### src/rtl/fetch_ctrl.sv
// Fetch-stage sequencer: PC enable/select, imem req/ack handshake, stall and redirect handling.
// Optional performance counters are compiled in with `define FETCH_CTRL_PERF_EN.
module fetch_ctrl #(
  parameter int unsigned N     = 64,
  parameter int unsigned CNT_W = 32
) (
  input  logic         clk,
  input  logic         reset,
  input  logic         branch_taken_M,
  input  logic [N-1:0] branch_target_M,
  input  logic         stall_D,
  input  logic         imem_ack,
  output logic         imem_req,
  output logic         pc_enable,
  output logic         pc_src,
  output logic [N-1:0] pc_branch,
  output logic         instr_valid_D,
  output logic         flush_D
`ifdef FETCH_CTRL_PERF_EN
  ,
  output logic [CNT_W-1:0] perf_fetch_cnt,
  output logic [CNT_W-1:0] perf_stall_cnt,
  output logic [CNT_W-1:0] perf_redirect_cnt
`endif
);

  typedef enum logic [1:0] {StBoot, StFetch, StDrain} state_e;

  state_e         state_q, state_d;
  logic [N-1:0]   redirect_q, redirect_d;

  always_ff @(posedge clk or negedge reset) begin
    if (!reset) begin
      state_q    <= StBoot;
      redirect_q <= '0;
    end else begin
      state_q    <= state_d;
      redirect_q <= redirect_d;
    end
  end

  always_comb begin
    state_d       = state_q;
    redirect_d    = redirect_q;
    imem_req      = 1'b0;
    pc_enable     = 1'b0;
    pc_src        = 1'b0;
    pc_branch     = redirect_q;
    instr_valid_D = 1'b0;
    flush_D       = 1'b0;
    unique case (state_q)
      StBoot: state_d = StFetch;
      StFetch: begin
        imem_req = 1'b1;
        if (branch_taken_M) begin
          flush_D = 1'b1;
          if (imem_ack) begin
            pc_enable = 1'b1;
            pc_src    = 1'b1;
            pc_branch = branch_target_M;
          end else begin
            // Access still outstanding: park the target until the ack arrives.
            redirect_d = branch_target_M;
            state_d    = StDrain;
          end
        end else if (imem_ack && !stall_D) begin
          pc_enable     = 1'b1;
          instr_valid_D = 1'b1;
        end
      end
      StDrain: begin
        imem_req = 1'b1;
        if (branch_taken_M) begin
          flush_D    = 1'b1;
          redirect_d = branch_target_M;
        end
        // The draining fetch result is discarded; only the redirect is applied.
        if (imem_ack) begin
          pc_enable = 1'b1;
          pc_src    = 1'b1;
          pc_branch = branch_taken_M ? branch_target_M : redirect_q;
          state_d   = StFetch;
        end
      end
      default: state_d = StBoot;
    endcase
  end

`ifdef FETCH_CTRL_PERF_EN
  logic [CNT_W-1:0] fetch_cnt_q, stall_cnt_q, redirect_cnt_q;

  always_ff @(posedge clk or negedge reset) begin
    if (!reset) begin
      fetch_cnt_q    <= '0;
      stall_cnt_q    <= '0;
      redirect_cnt_q <= '0;
    end else begin
      if (instr_valid_D)         fetch_cnt_q    <= fetch_cnt_q + CNT_W'(1);
      if (imem_req && !pc_enable) stall_cnt_q   <= stall_cnt_q + CNT_W'(1);
      if (pc_enable && pc_src)   redirect_cnt_q <= redirect_cnt_q + CNT_W'(1);
    end
  end

  assign perf_fetch_cnt    = fetch_cnt_q;
  assign perf_stall_cnt    = stall_cnt_q;
  assign perf_redirect_cnt = redirect_cnt_q;
`else
  logic [31:0] unused_cnt_w;
  assign unused_cnt_w = CNT_W;
`endif

endmodule

### config.mk
export PLATFORM = sky130hd
export DESIGN_NAME = fetch_ctrl
export DESIGN_NICKNAME = d
export VERILOG_FILES = /design/src/rtl/fetch_ctrl.sv
export SDC_FILE = /design/constraint.sdc
export NUM_CORES = 1
export LEC_CHECK = 0
export CAP_MARGIN = 20
export CORE_MARGIN = 8
export CORE_UTILIZATION = 40
export DETAILED_ROUTE_END_ITERATION = 7
export PLACE_DENSITY = 0.73
export SLEW_MARGIN = 5
export SYNTH_ARGS = -nofsm -noshare
export SYNTH_HDL_FRONTEND = slang
export SYNTH_SLANG_ARGS = --single-unit
### constraint.sdc
create_clock -name clk -period 2.25 [get_ports clk]
set_input_delay 0.225 -clock clk [delete_from_list [all_inputs] [get_ports clk]]
set_output_delay 0.225 -clock clk [all_outputs]
set_load 0.005 [all_outputs]
# After elaboration in Yosys (flattened, before gate mapping)
# Index checks and enable logic that the tools add are counted.
# W data, S select, Z words.
dict set report totals {
  regBits 66
  latch_bits 0
  ram_bits 0
  mem_bits_ro 0
  input_bits 69
  out_inout_bits 69
  word_cells 37
  mem_count 0
}
dict set report op_classes {
  n_addsub 0
  n_mul 0
  div 0
  magnitude_cmp 0
  eq_ne 5
  shifts 0
  mux 23
  n_bitwise 0
  reduce_logical 7
}
# operator count
set ops {}
lappend ops {{$mux W64} 6}
lappend ops {{$pmux W64 S2} 2}
lappend ops {{$mux W1} 9}
lappend ops {{$mux W2} 3}
lappend ops {{$ne A2 B2 Y1 const B} 3}
lappend ops {{$pmux W2 S3} 1}
lappend ops {{$reduce_and A3 Y1} 2}
lappend ops {{$pmux W1 S2} 2}
lappend ops {{$eq A2 B1 Y1 const B} 1}
lappend ops {{$eq A2 B2 Y1 const B} 1}
lappend ops {{$logic_not A2 Y1} 1}
lappend ops {{$reduce_bool A2 Y1} 1}
lappend ops {{$reduce_or A2 Y1} 1}
lappend ops {{$logic_and A1 B1 Y1} 1}
lappend ops {{$logic_not A1 Y1} 1}

# Logic depth before layout (Yosys ltp)
dict set report logic_depth {
  word_depth 5
  mapped_depth 7
  mapped_depth_nobuf 5
}

# Least setup slack after synthesis
# No wires, ideal clock.
dict set report synth_timing {
  path_type {register -> register}
  from {register state_q[0]}
  to {register redirect_q[0]}
  setup_ns 0.125
  t_arrival_ns 1.817
  required_ns 2.125
  path_slack_ns 0.307
  path_stages_with_launch 7
  n_path_buf 1
  period_less_slack_ns 1.943
  cell_sequence {dfrtp_1 inv_1 ha_1 o21ba_4 o22ai_4 buf_8 mux2_4}
}
dict set report synth_between {
  elab_chain_cells 3
  elab_cells_between_ends 7
  classes_between {eq/ne: 4; mux: 1; reduce/logical: 2}
}
# element line_no
set synth_lines {}
lappend synth_lines {{start: declaration} 29} ;# state_e state_q, state_d;
lappend synth_lines {{start signal: assignment} 34} ;# state_q <= StBoot;
lappend synth_lines {{start signal: assignment} 37} ;# state_q <= state_d;
lappend synth_lines {{$eq A2 B1 Y1 / $eq A2 B2 Y1 (equally long branches)} 51} ;# unique case (state_q)
lappend synth_lines {{$ne A2 B2 Y1 (no line) / $reduce_bool A2 Y1 (equally long branches)} --}
lappend synth_lines {{$reduce_and A3 Y1 (no line)} --}
lappend synth_lines {{end signal: assignment} 38} ;# redirect_q <= redirect_d;
lappend synth_lines {{end: declaration} 30} ;# logic [N-1:0] redirect_q, redirect_d;
# Parallel ways exist; a longest one is shown, timed or not.
# A chain may end at the register's enable or synchronous reset.

# Final worst setup path
dict set report layout_timing {
  from {register state_q[1]}
  to {output instr_valid_D}
}
dict set report layout_between {
  elab_chain_cells 2
}
# element line_no
set layout_lines {}
lappend layout_lines {{$eq A2 B1 Y1} 51}
lappend layout_lines {{$mux W1} 51}
lappend layout_lines {{end: declaration} 17} ;# output logic instr_valid_D,
# Every way passes these cells.

==> results_dict.tcl <==
set metrics [dict create \
    grt_overflow 0 \
    synthMostInstantiatedCell "nand2_1" \
    num_vias 3278 \
    rows 35 \
    ys.warnings.count 0 \
    routedWlPerCell_um 17.25 \
    fp.coreArea_mm2 0.009240 \
    synth-edff-count 0 \
    p_comb_share_pct 67.5 \
    crit_type "reg -> out" \
    clkSinkCount 66 \
    power.density_mw_per_mm2 1621 \
    gp_congestion 0.7155 \
    grt_pass1_vias 3485 \
    io_pins 138 \
    drt_iter0_drc 142 \
    initial_core_util_pct 41.10 \
    power_frac_clock_pct 9.3 \
    synth.top_cell.area_share_pct 43.49 \
    yosysUniqueCellTypes 24 \
    nets 601 \
    syn2layout_area_growth_pct 51.24 \
    fin_util_pct 62.15 \
    synthTopCellsByCount "130 x nand2_1, 67 x a21oi_1, 66 x dfrtp_1" \
    drive_gt1_share_pct 27.82 \
    cts_made_buffers 9 \
    grt_pass1_wl_um 17590 \
    grt_usage_pct 16.92 \
    critPathMaxFanout 5 \
    seq_power_share_pct 23.1 \
    synth_area_leaders "dfrtp_1 43%, mux2_4 24%, nand2_1 13%" \
    power.internal_uw 5883 \
    drc_errors 0 \
    antenna_found_initial 0 \
    syn-cell-area_mm2 0.003797 \
    period_needed_ns 2.229 \
    p_sw_share_pct 36.81 \
    diodes 0 \
    fin_worst_skew_ns 0.01244 \
    slew_headroom_pct 43.17 \
    async_flop_share_pct 100.0 \
    worst_slew_pin_slew_ns 0.8524 \
    finalSetupViolCount 0 \
    worstHoldPathType "in -> async" \
    rsz0062_at_grt "true" \
    clockBufferDepth 2 \
    die_h_um 113.4 \
    switchingPower_uw 3427 \
    synth_nets 451 \
    clkLatencyLatePin_ns 0.34 \
    dp.final_hpwl_um 7463 \
    min_period_over_period_pct 99.07 \
    required_ns 2.03 \
    max-cap-violations 0 \
    grt_max_degree 67 \
    die_area_mm2 0.01287 \
    peakVddDrop_v 0.0006853 \
    p_leak_uw 0.002645 \
    port_buffers 137 \
    clockRootBuffer "clkbuf_8" \
    synth_seq_area_share_pct 43.49 \
    wirelength_um 11400 \
    synth-seq-cells 66 \
    clk_pin_slew_ns 0.08 \
    fmax_ghz 0.4486 \
    critPathLaunchType "register" \
    syn-instance-count 377 \
    yosysTopAreaCell "dfrtp_1" \
    syn_avg_cell_area_um2 10.07 \
    status "complete, no violations" \
    synth_ff_type "dfrtp_1" \
    htreeDepth 3 \
    hold_viol_final 0 \
    worstPathArrival_ns 2.00 \
    antenna_left 0 \
    cts_tree "built" \
    drv_slew 0 \
    firstDrtPassIters 4 \
    end_kind "primary output" \
    cts_hold_buf 0 \
    die_x_um 113.4 \
    p_total_uw 9311 \
    avgViaCountPerCell 4.959 \
]
==> cells by family (layout without fill, tap and decap cells) <==
group	count (synthesis)	in the layout	share of synthesized area [%]
and+or+nand+nor	141	141	14.63
AOI/OAI and AO/OA	70	70	9.984
muxes	66	66	25.47
DFF	66	66	43.49
buffers and inverters	29	184	4.778
adders and majority gates	5	5	1.647
==> worst max-delay path, stage by stage (launching register included) <==
cell and delay [ns]:
dfrtp_1 0.39, inv_2 0.12, ha_2 0.26, nor4bb_1 0.34, clkdlybuf4s50_1 0.57
==> cells in the final DEF (no fill, tap or decap), types with 2 or more instances in the layout <==
master	instances
buf_12	8
dfrtp_1	66
clkinvlp_4	3
clkdlybuf4s15_1	23
mux2_4	60
a21oi_2	9
mux2_2	5
nand2b_1	3
a21oi_1	58
ha_4	3
clkbuf_16	3
clkbuf_8	9
dlymetal6s2s_1	3
clkbuf_2	14
buf_6	4
clkinv_2	3
inv_2	2
buf_4	12
nor2_1	2
dlygate4sd2_1	21
clkdlybuf4s50_1	72
nand2_1	130
buf_2	4
==> layout make-up <==
cell class	count	area, µm²
fill	789	3497
multi-input combinational	282	2059
timing repair buffer	166	1693
sequential	66	1652
tap	129	161.4
clock buffer	9	123.9
clock inverter	7	46.29
inverter	2	7.507
==> final timing paths <==
kind | from | to | slack [ns] | depth (start not counted)
worst max register to register | state_q[0]$_DFFE_PN0P_ | redirect_q[34]$_DFFE_PN0P_ | 0.14 | 8
max in group asynchronous | reset | redirect_q[37]$_DFFE_PN0P_ | 1.60 | 2
worst min-delay path | reset | redirect_q[55]$_DFFE_PN0P_ | 0.06 | 2
worst max-delay path | state_q[1]$_DFFE_PN0P_ | instr_valid_D | 0.02 | 4
worst min register to register | redirect_q[3]$_DFFE_PN0P_ | redirect_q[3]$_DFFE_PN0P_ | 0.51 | 1
min in group clk | redirect_q[3]$_DFFE_PN0P_ | redirect_q[3]$_DFFE_PN0P_ | 0.51 | 1
==> metrics by stage <==
stage,worst slack [ns],hold slack [ns],setup TNS [ns],area (µm²),std cells
3_5_place_dp,-0.02008,0.4742,-0.02008,5363,631
6_report,0.02087,0.05917,0,5743,661
2_1_floorplan,0.3074,-0.07059,0,3797,377
5_1_grt,-0.04796,0.1483,-0.7680,5743,661
4_1_cts,-0.1684,0.09927,-0.4900,5618,652
3_3_place_gp,0.02448,0.4661,0,5363,631
==> routing by layer <==
metal | routed length, µm | vias up | GRT usage (%)
met5 | 0 | - | 0
met4 | 159 | 0 | 5.329
met3 | 699 | 13 | 4.807
met2 | 5491 | 104 | 28.69
met1 | 5054 | 1601 | 20.29
li1 | - | 1560 | -
==> power groups by stage <==
stage	Clock (µW)	Combinational, µW	Sequential [µW]
floorplan	0	3160	2070
global placement	0	5900	2120
detailed placement	0	6000	2150
CTS	894	5880	2150
global route	949	6800	2220
finish	869	6290	2150
==> repair_timing <==
| item | 4_1_cts | 5_1_grt |
|---|---|---|
| gates cloned | 2 | 3 |
| pin swaps | 2 | 1 |
| setup buffers | 3 | 6 |
| endpoints found under the setup margin | 64 | 60 |
| gates resized for setup | 82 | 69 |
==> registers in the layout (all words and copies together), names as in the netlist <==
signal and cells:
state_q 2, redirect_q 64
Power figures use the tool's default switching activity.
